File: config.mk
export PLATFORM = sky130hd
export DESIGN_NAME = writeback_unit
export DESIGN_NICKNAME = d
export VERILOG_FILES = /design/src/rtl/wb_pkg.sv /design/src/rtl/wb_fifo.sv /design/src/rtl/writeback_unit.sv
export SDC_FILE = /design/constraint.sdc
export NUM_CORES = 1
export LEC_CHECK = 0
export CORE_UTILIZATION = 45
export DETAILED_ROUTE_END_ITERATION = 8
export GPL_TIMING_DRIVEN = 0
export PLACE_DENSITY = 0.79
export SLEW_MARGIN = 10
export SYNTH_ARGS = -nofsm -noshare
export SYNTH_HDL_FRONTEND = slang
export SYNTH_SLANG_ARGS = --single-unit
export TNS_END_PERCENT = 30
File: constraint.sdc
create_clock -name clk -period 2.8 [get_ports clk]
set_input_delay 0.42 -clock clk [delete_from_list [all_inputs] [get_ports clk]]
set_output_delay 0.42 -clock clk [all_outputs]
set_load 0.005 [all_outputs]
File: src/rtl/wb_pkg.sv
// Shared types and default sizing for the register-file writeback path.
package wb_pkg;

  localparam int WB_AW     = 5;
  localparam int WB_DW     = 32;
  localparam int WB_QDEPTH = 4;

  // One pending register-file write: destination register and value.
  typedef struct packed {
    logic [WB_AW-1:0] rd;
    logic [WB_DW-1:0] data;
  } wb_entry_t;

endpackage

File: src/rtl/wb_fifo.sv
// Synchronous FIFO for buffered ALU results. The head entry is read
// combinationally so it can be selected and popped in the same cycle.
// DEPTH must be a power of two so the pointers wrap without extra logic.
import wb_pkg::*;

module wb_fifo #(
  parameter type T     = wb_entry_t,
  parameter int  DEPTH = WB_QDEPTH
) (
  input  logic                     clk,
  input  logic                     rst_n,
  input  logic                     push,
  input  T                         push_data,
  input  logic                     pop,
  output T                         head,
  output logic                     full,
  output logic                     empty,
  output logic [$clog2(DEPTH):0]   count
);

  localparam int PW = $clog2(DEPTH);

  T               mem_q [DEPTH];
  logic [PW-1:0]  wr_ptr_q;
  logic [PW-1:0]  rd_ptr_q;
  logic [PW:0]    cnt_q;

  // Storage array; contents need no reset since occupancy gates every read.
  always_ff @(posedge clk) begin
    if (push) begin
      mem_q[wr_ptr_q] <= push_data;
    end
  end

  // Pointer and occupancy bookkeeping.
  always_ff @(posedge clk) begin
    if (!rst_n) begin
      wr_ptr_q <= '0;
      rd_ptr_q <= '0;
      cnt_q    <= '0;
    end else begin
      if (push) wr_ptr_q <= wr_ptr_q + 1'b1;
      if (pop)  rd_ptr_q <= rd_ptr_q + 1'b1;
      case ({push, pop})
        2'b10:   cnt_q <= cnt_q + 1'b1;
        2'b01:   cnt_q <= cnt_q - 1'b1;
        default: cnt_q <= cnt_q;
      endcase
    end
  end

  assign head  = mem_q[rd_ptr_q];
  assign full  = (cnt_q == (PW+1)'(DEPTH));
  assign empty = (cnt_q == '0);
  assign count = cnt_q;

endmodule

File: src/rtl/writeback_unit.sv
// Register-file write port arbiter. Load responses always win the port;
// ALU results bypass when the queue is empty, otherwise they wait in a FIFO.
// Also tracks outstanding loads per register for decode hazard stalls.
// Optional feature macro: WB_ORDER_CHECK_EN (sticky protocol error flag).
import wb_pkg::*;

module writeback_unit #(
  parameter int AW     = WB_AW,
  parameter int DW     = WB_DW,
  parameter int QDEPTH = WB_QDEPTH
) (
  input  logic             clk,
  input  logic             rst_n,
  input  logic             alu_valid,
  output logic             alu_ready,
  input  logic [AW-1:0]    alu_rd,
  input  logic [DW-1:0]    alu_data,
  input  logic             ld_issue,
  input  logic [AW-1:0]    ld_issue_rd,
  input  logic             ld_rsp_valid,
  input  logic [AW-1:0]    ld_rsp_rd,
  input  logic [DW-1:0]    ld_rsp_data,
  output logic             wr_en,
  output logic [AW-1:0]    wr_addr,
  output logic [DW-1:0]    wr_data,
  output logic [2**AW-1:0] pending,
  output logic             busy,
  output logic             err
);

  localparam int NREG = 2**AW;
  localparam int CW   = $clog2(QDEPTH) + 1;

  typedef struct packed {
    logic [AW-1:0] rd;
    logic [DW-1:0] data;
  } entry_t;

  entry_t          alu_entry;
  entry_t          head;
  logic            full;
  logic            empty;
  logic [CW-1:0]   count;
  logic            alu_xfer;
  logic            push;
  logic            pop;
  logic            sel_valid;
  logic [AW-1:0]   sel_rd;
  logic [DW-1:0]   sel_data;

  logic            wr_en_q,   wr_en_d;
  logic [AW-1:0]   wr_addr_q, wr_addr_d;
  logic [DW-1:0]   wr_data_q, wr_data_d;
  logic [NREG-1:0] pending_q, pending_d;

  assign alu_entry = '{rd: alu_rd, data: alu_data};
  // Ready looks only at registered occupancy, so a same-cycle pop never
  // opens a slot in a full queue.
  assign alu_ready = !full;
  assign alu_xfer  = alu_valid && !full;

  wb_fifo #(
    .T     (entry_t),
    .DEPTH (QDEPTH)
  ) u_fifo (
    .clk       (clk),
    .rst_n     (rst_n),
    .push      (push),
    .push_data (alu_entry),
    .pop       (pop),
    .head      (head),
    .full      (full),
    .empty     (empty),
    .count     (count)
  );

  // Port arbitration: load response, then queue head, then ALU bypass.
  always_comb begin
    sel_valid = 1'b0;
    sel_rd    = '0;
    sel_data  = '0;
    push      = 1'b0;
    pop       = 1'b0;
    if (ld_rsp_valid) begin
      sel_valid = 1'b1;
      sel_rd    = ld_rsp_rd;
      sel_data  = ld_rsp_data;
      push      = alu_xfer;
    end else if (!empty) begin
      sel_valid = 1'b1;
      sel_rd    = head.rd;
      sel_data  = head.data;
      pop       = 1'b1;
      push      = alu_xfer;
    end else if (alu_xfer) begin
      sel_valid = 1'b1;
      sel_rd    = alu_rd;
      sel_data  = alu_data;
    end
    // x0 slots are consumed but never produce a write strobe.
    wr_en_d   = sel_valid && (sel_rd != '0);
    wr_addr_d = sel_valid ? sel_rd   : wr_addr_q;
    wr_data_d = sel_valid ? sel_data : wr_data_q;
  end

  // Scoreboard next state: response clears, issue sets; set applied last so it wins.
  always_comb begin
    pending_d = pending_q;
    if (ld_rsp_valid) begin
      pending_d[ld_rsp_rd] = 1'b0;
    end
    if (ld_issue && (ld_issue_rd != '0)) begin
      pending_d[ld_issue_rd] = 1'b1;
    end
  end

  // Output registers and scoreboard state.
  always_ff @(posedge clk) begin
    if (!rst_n) begin
      wr_en_q   <= 1'b0;
      wr_addr_q <= '0;
      wr_data_q <= '0;
      pending_q <= '0;
    end else begin
      wr_en_q   <= wr_en_d;
      wr_addr_q <= wr_addr_d;
      wr_data_q <= wr_data_d;
      pending_q <= pending_d;
    end
  end

  assign wr_en   = wr_en_q;
  assign wr_addr = wr_addr_q;
  assign wr_data = wr_data_q;
  assign pending = pending_q;
  assign busy    = (count != '0) || (|pending_q);

`ifdef WB_ORDER_CHECK_EN
  logic err_q, err_d;

  // Flag responses without a matching issue, double issues, and ALU writes
  // racing an outstanding load; x0 is exempt.
  always_comb begin
    err_d = err_q;
    if (ld_rsp_valid && (ld_rsp_rd != '0) && !pending_q[ld_rsp_rd])  err_d = 1'b1;
    if (ld_issue && (ld_issue_rd != '0) && pending_q[ld_issue_rd])    err_d = 1'b1;
    if (alu_xfer && (alu_rd != '0) && pending_q[alu_rd])              err_d = 1'b1;
  end

  // Sticky error register.
  always_ff @(posedge clk) begin
    if (!rst_n) err_q <= 1'b0;
    else        err_q <= err_d;
  end

  assign err = err_q;
`else
  assign err = 1'b0;
`endif

endmodule

==> results.sh <==
export IMPL_start_util_pct=46.49
export IMPL_drc=0
export IMPL_required_ps=2380
export IMPL_synth_main_ff_cell="edfxtp_1"
export IMPL_ys_seq_area_share_pct=65.74
export IMPL_yosys_area_share_simple_pct=8.477
export IMPL_drive_gt1_share_pct=11.74
export IMPL_regToRegStartpoint="u_fifo.count[2]"
export IMPL_syn_area_sq_mm=0.009166
export IMPL_finalWorstSetupSlack_ps=127.9
export IMPL_fin_crit_ps=2672
export IMPL_cts_tree="yes"
export IMPL_rrSetupSlack_ps=220
export IMPL_finClkSkew_ps=8.204
export IMPL_finalWirelength_mm=22.66
export IMPL_dp_hpwl_mm=14.99
export IMPL_htree_levels=1
export IMPL_nFillCells=1509
export IMPL_final_area_sq_mm=0.01185
export IMPL_crit_chain="nor3_4, clkbuf_2, nand4_1, clkdlybuf4s50_1"
export IMPL_syn_avg_cell_area_sq_um=14.19
export IMPL_whs_ps=295.9
export IMPL_synth_xor_area_share_pct=0.4778
export IMPL_hold_class="input pin to flop"
export IMPL_row_count=51
export IMPL_antenna_found_initial=0
export IMPL_synth_area_mux_share_pct=9.091
export IMPL_dieArea_sq_mm=0.02094
export IMPL_die_h_um=144.7
export IMPL_endpoint_kind="output port"
export IMPL_drt_pass1_iterations=5
export IMPL_reg2reg_to="u_fifo.count[2]"
export IMPL_core_sq_mm=0.01972
export IMPL_max_stage_delay_ps=480
export IMPL_gp_congestion=0.8407
export IMPL_p_per_area_mw_per_mm2=812.0
export IMPL_clk_path_buf_depth=3
export IMPL_viasPerCell=5.659
export IMPL_drt_wirelength_per_cell_um=20.45
export IMPL_syn_to_final_growth_pct=29.24
export IMPL_num_nets_final=917
export IMPL_holdPathStages=2
export IMPL_synthAdderAreaFrac_pct=0.9009
export IMPL_cp_start_kind="flop"
export IMPL_grt_pass1_vias=6200
export IMPL_status="finished, final reports clean"
export IMPL_setup_viol=0
export IMPL_cts_buffers_inserted=23
export IMPL_clk_pin_slew_ps=60
export IMPL_worstHoldStart="rst_n"
export IMPL_path_max_fanout=10
export IMPL_ios=157
export IMPL_clk_latency_ps=500
export IMPL_drv_cap=0
export IMPL_groute_usage_overall_pct=22.10
export IMPL_grt_max_degree=21
export IMPL_grt_ovfl_total=0
export IMPL_synth_top_family_by_area="compound AO/OA/AOI/OAI gates"
export IMPL_synthArstFlopShare_pct=0
export IMPL_fin_util_pct=60.08
export IMPL_ff2ff_path_depth=10
export IMPL_ctsRootBufferMaster="clkbuf_16"
export IMPL_criticalPathCategory="flop to output port"
export IMPL_worst_path_max_delay_cell="clkdlybuf4s50_1"
export IMPL_post_dp_cell_area_sq_mm=0.01112
export IMPL_cp_arrival_ps=2250
export IMPL_seqCellArea_sq_mm=0.006026
export IMPL_tightest_slew_ps=1234
export IMPL_pre_cts_ws_ps=-294.3
export IMPL_ant_nets=0
export IMPL_cellLeakagePower_nw=3.855
export IMPL_synth_edff_count=148
export IMPL_slew_headroom_pct=17.53
export IMPL_grt_pass1_wl_mm=34.56
export IMPL_post_synth_num_cell_types=42
export IMPL_synth_fp_nets=736
export IMPL_cts_sinks=227
export IMPL_hold_viol_final=0
export IMPL_drv_slew=0
export IMPL_multi_input_area_sq_mm=0.002902
export IMPL_rsz0062_at_grt="no"
export IMPL_io_buffers=151
export IMPL_yosys_register_bits=227
export IMPL_netlist_instances=646
export IMPL_startpoint="u_fifo.count[0]"
export IMPL_synth_compound_area_share_pct=12.54
export IMPL_peakVddDrop_mv=0.4173
export IMPL_fin_crit_sh_pct=95.43
export IMPL_ys_warn_count=0
export IMPL_timing_fmax_mhz=374.2
export IMPL_min_to="pending[9]"
export IMPL_drt_iter0_drc=458
export IMPL_total_power_mw=9.619
export IMPL_num_vias=6270
export IMPL_n_antenna_cell=0
export IMPL_die_x_um=144.7
cell type report:
| class | count | share of cell area [%] |
|---|---|---|
| flip-flops and latches | 227 | 50.87 |
| multi-input cells | 365 | 24.49 |
| repair buffers | 156 | 13.75 |
| clock buffers | 35 | 5.439 |
| well taps | 265 | 2.799 |
| plain buffers | 46 | 1.880 |
| clock inverters | 6 | 0.5175 |
| inverters | 8 | 0.2535 |
Yosys cell counts (all sizes together), types with 2 or more instances:
library cell  number  area (sq um)
a32o               3         30.03
nand3b            35         262.8
nor2               6         22.52
nor3               3         20.02
o221ai            32         280.3
buf               13         95.08
nand4              2         12.51
inv                8         30.03
nand3              3         15.01
and2              10         62.56
or3b               2         17.52
nor3b              4         30.03
mux4              37         833.3
a21boi            38         285.3
nor4               8         50.05
xnor2              3         26.28
edfxtp           148          4444
xor2               2         17.52
or3                4         30.03
nand2b             2         12.51
o21ai             65         325.3
nand2             49         183.9
dfxtp             79          1582
ha                 5         62.56
and3               3         18.77
a21oi             36         180.2
clkbuf            33         125.1
and3b              3         26.28
a31oi              2         12.51
repair_timing:
item                       4_1_cts  5_1_grt
setup endpoints to repair        2        2
hold buffers                     0        0
pin swaps                        1        1
buffers inserted                 0        1
gates resized for setup          2        2
metal layers:
layer / routed length, um / global-route usage (%)
met3: 1588 / 3.389
met1: 9740 / 31.18
met4: 589 / 6.759
met2: 10740 / 35.37
met5: 0 / 0
metrics by stage:
| stage | std cells | TNS [ps] |
|---|---|---|
| after detailed placement | 1066 | -25450 |
| after CTS | 1107 | 0 |
| after global placement | 1062 | -168900 |
| after global routing | 1108 | 0 |
| final | 1108 | 0 |
| after floorplan | 646 | 0 |
cells in the final DEF, fill, tap and decap left out, types with 4 or more instances in the layout:
cell type | netlist | layout
a21boi_0 | 38 | 38
a21oi_1 | 36 | 36
and2_1 | 10 | 6
and2_2 | 0 | 4
buf_16 | 0 | 4
buf_2 | 7 | 7
buf_6 | 4 | 4
clkbuf_1 | 32 | 39
clkbuf_16 | 0 | 23
clkdlybuf4s50_1 | 0 | 151
dfxtp_1 | 79 | 79
edfxtp_1 | 148 | 148
ha_1 | 5 | 5
inv_1 | 8 | 8
mux4_2 | 37 | 37
nand2_1 | 49 | 49
nand3b_1 | 35 | 35
nor2_1 | 6 | 6
nor3b_1 | 4 | 4
nor4_1 | 8 | 8
o21ai_0 | 65 | 65
o221ai_1 | 32 | 32
how the worst max path moves through the flow:
| stage | to | slack [ps] | cells past startpoint |
|---|---|---|---|
| final | busy | 130 | 4 |
| after global routing | busy | 9 | 4 |
| after detailed placement | u_fifo.mem_q[1][15] | -290 | 6 |
| after floorplan | u_fifo.mem_q[0][0] | 390 | 4 |
| after CTS | busy | 9 | 4 |
| after global placement | u_fifo.mem_q[1][15] | -1160 | 5 |
power by group:
group / internal (mW) / leakage, nW / total [mW] / switching, mW
Sequential: 4.01 / 2.00 / 4.18 / 0.163
Combinational: 1.19 / 1.51 / 2.53 / 1.34
Clock: 1.68 / 0.343 / 2.91 / 1.23
Total: 6.89 / 3.85 / 9.62 / 2.73
registers in the layout (all words and copies together), names as in the netlist, named ones only:
signal / cells
u_fifo.mem_q: 148
pending: 32
u_fifo.wr_ptr_q: 2
u_fifo.count: 3
u_fifo.rd_ptr_q: 2
wr_en: 1
wr_addr: 5
wr_data: 32
kinds of logic after synthesis:
| kind of cell | count (synthesis) |
|---|---|
| flops | 227 |
| compound gates | 180 |
| simple gates | 136 |
| buf+inv | 54 |
| mux | 37 |
| fa+ha+maj | 6 |
| xor+xnor | 5 |
| other cells | 1 |
critical path: cells and delay by family (launching register included):
kind                   cells  cell delay, ps
flip-flops                 1             380
AND/OR/NAND/NOR            2             520
buffers and inverters      2             850
(Power assumes the default switching activity.)
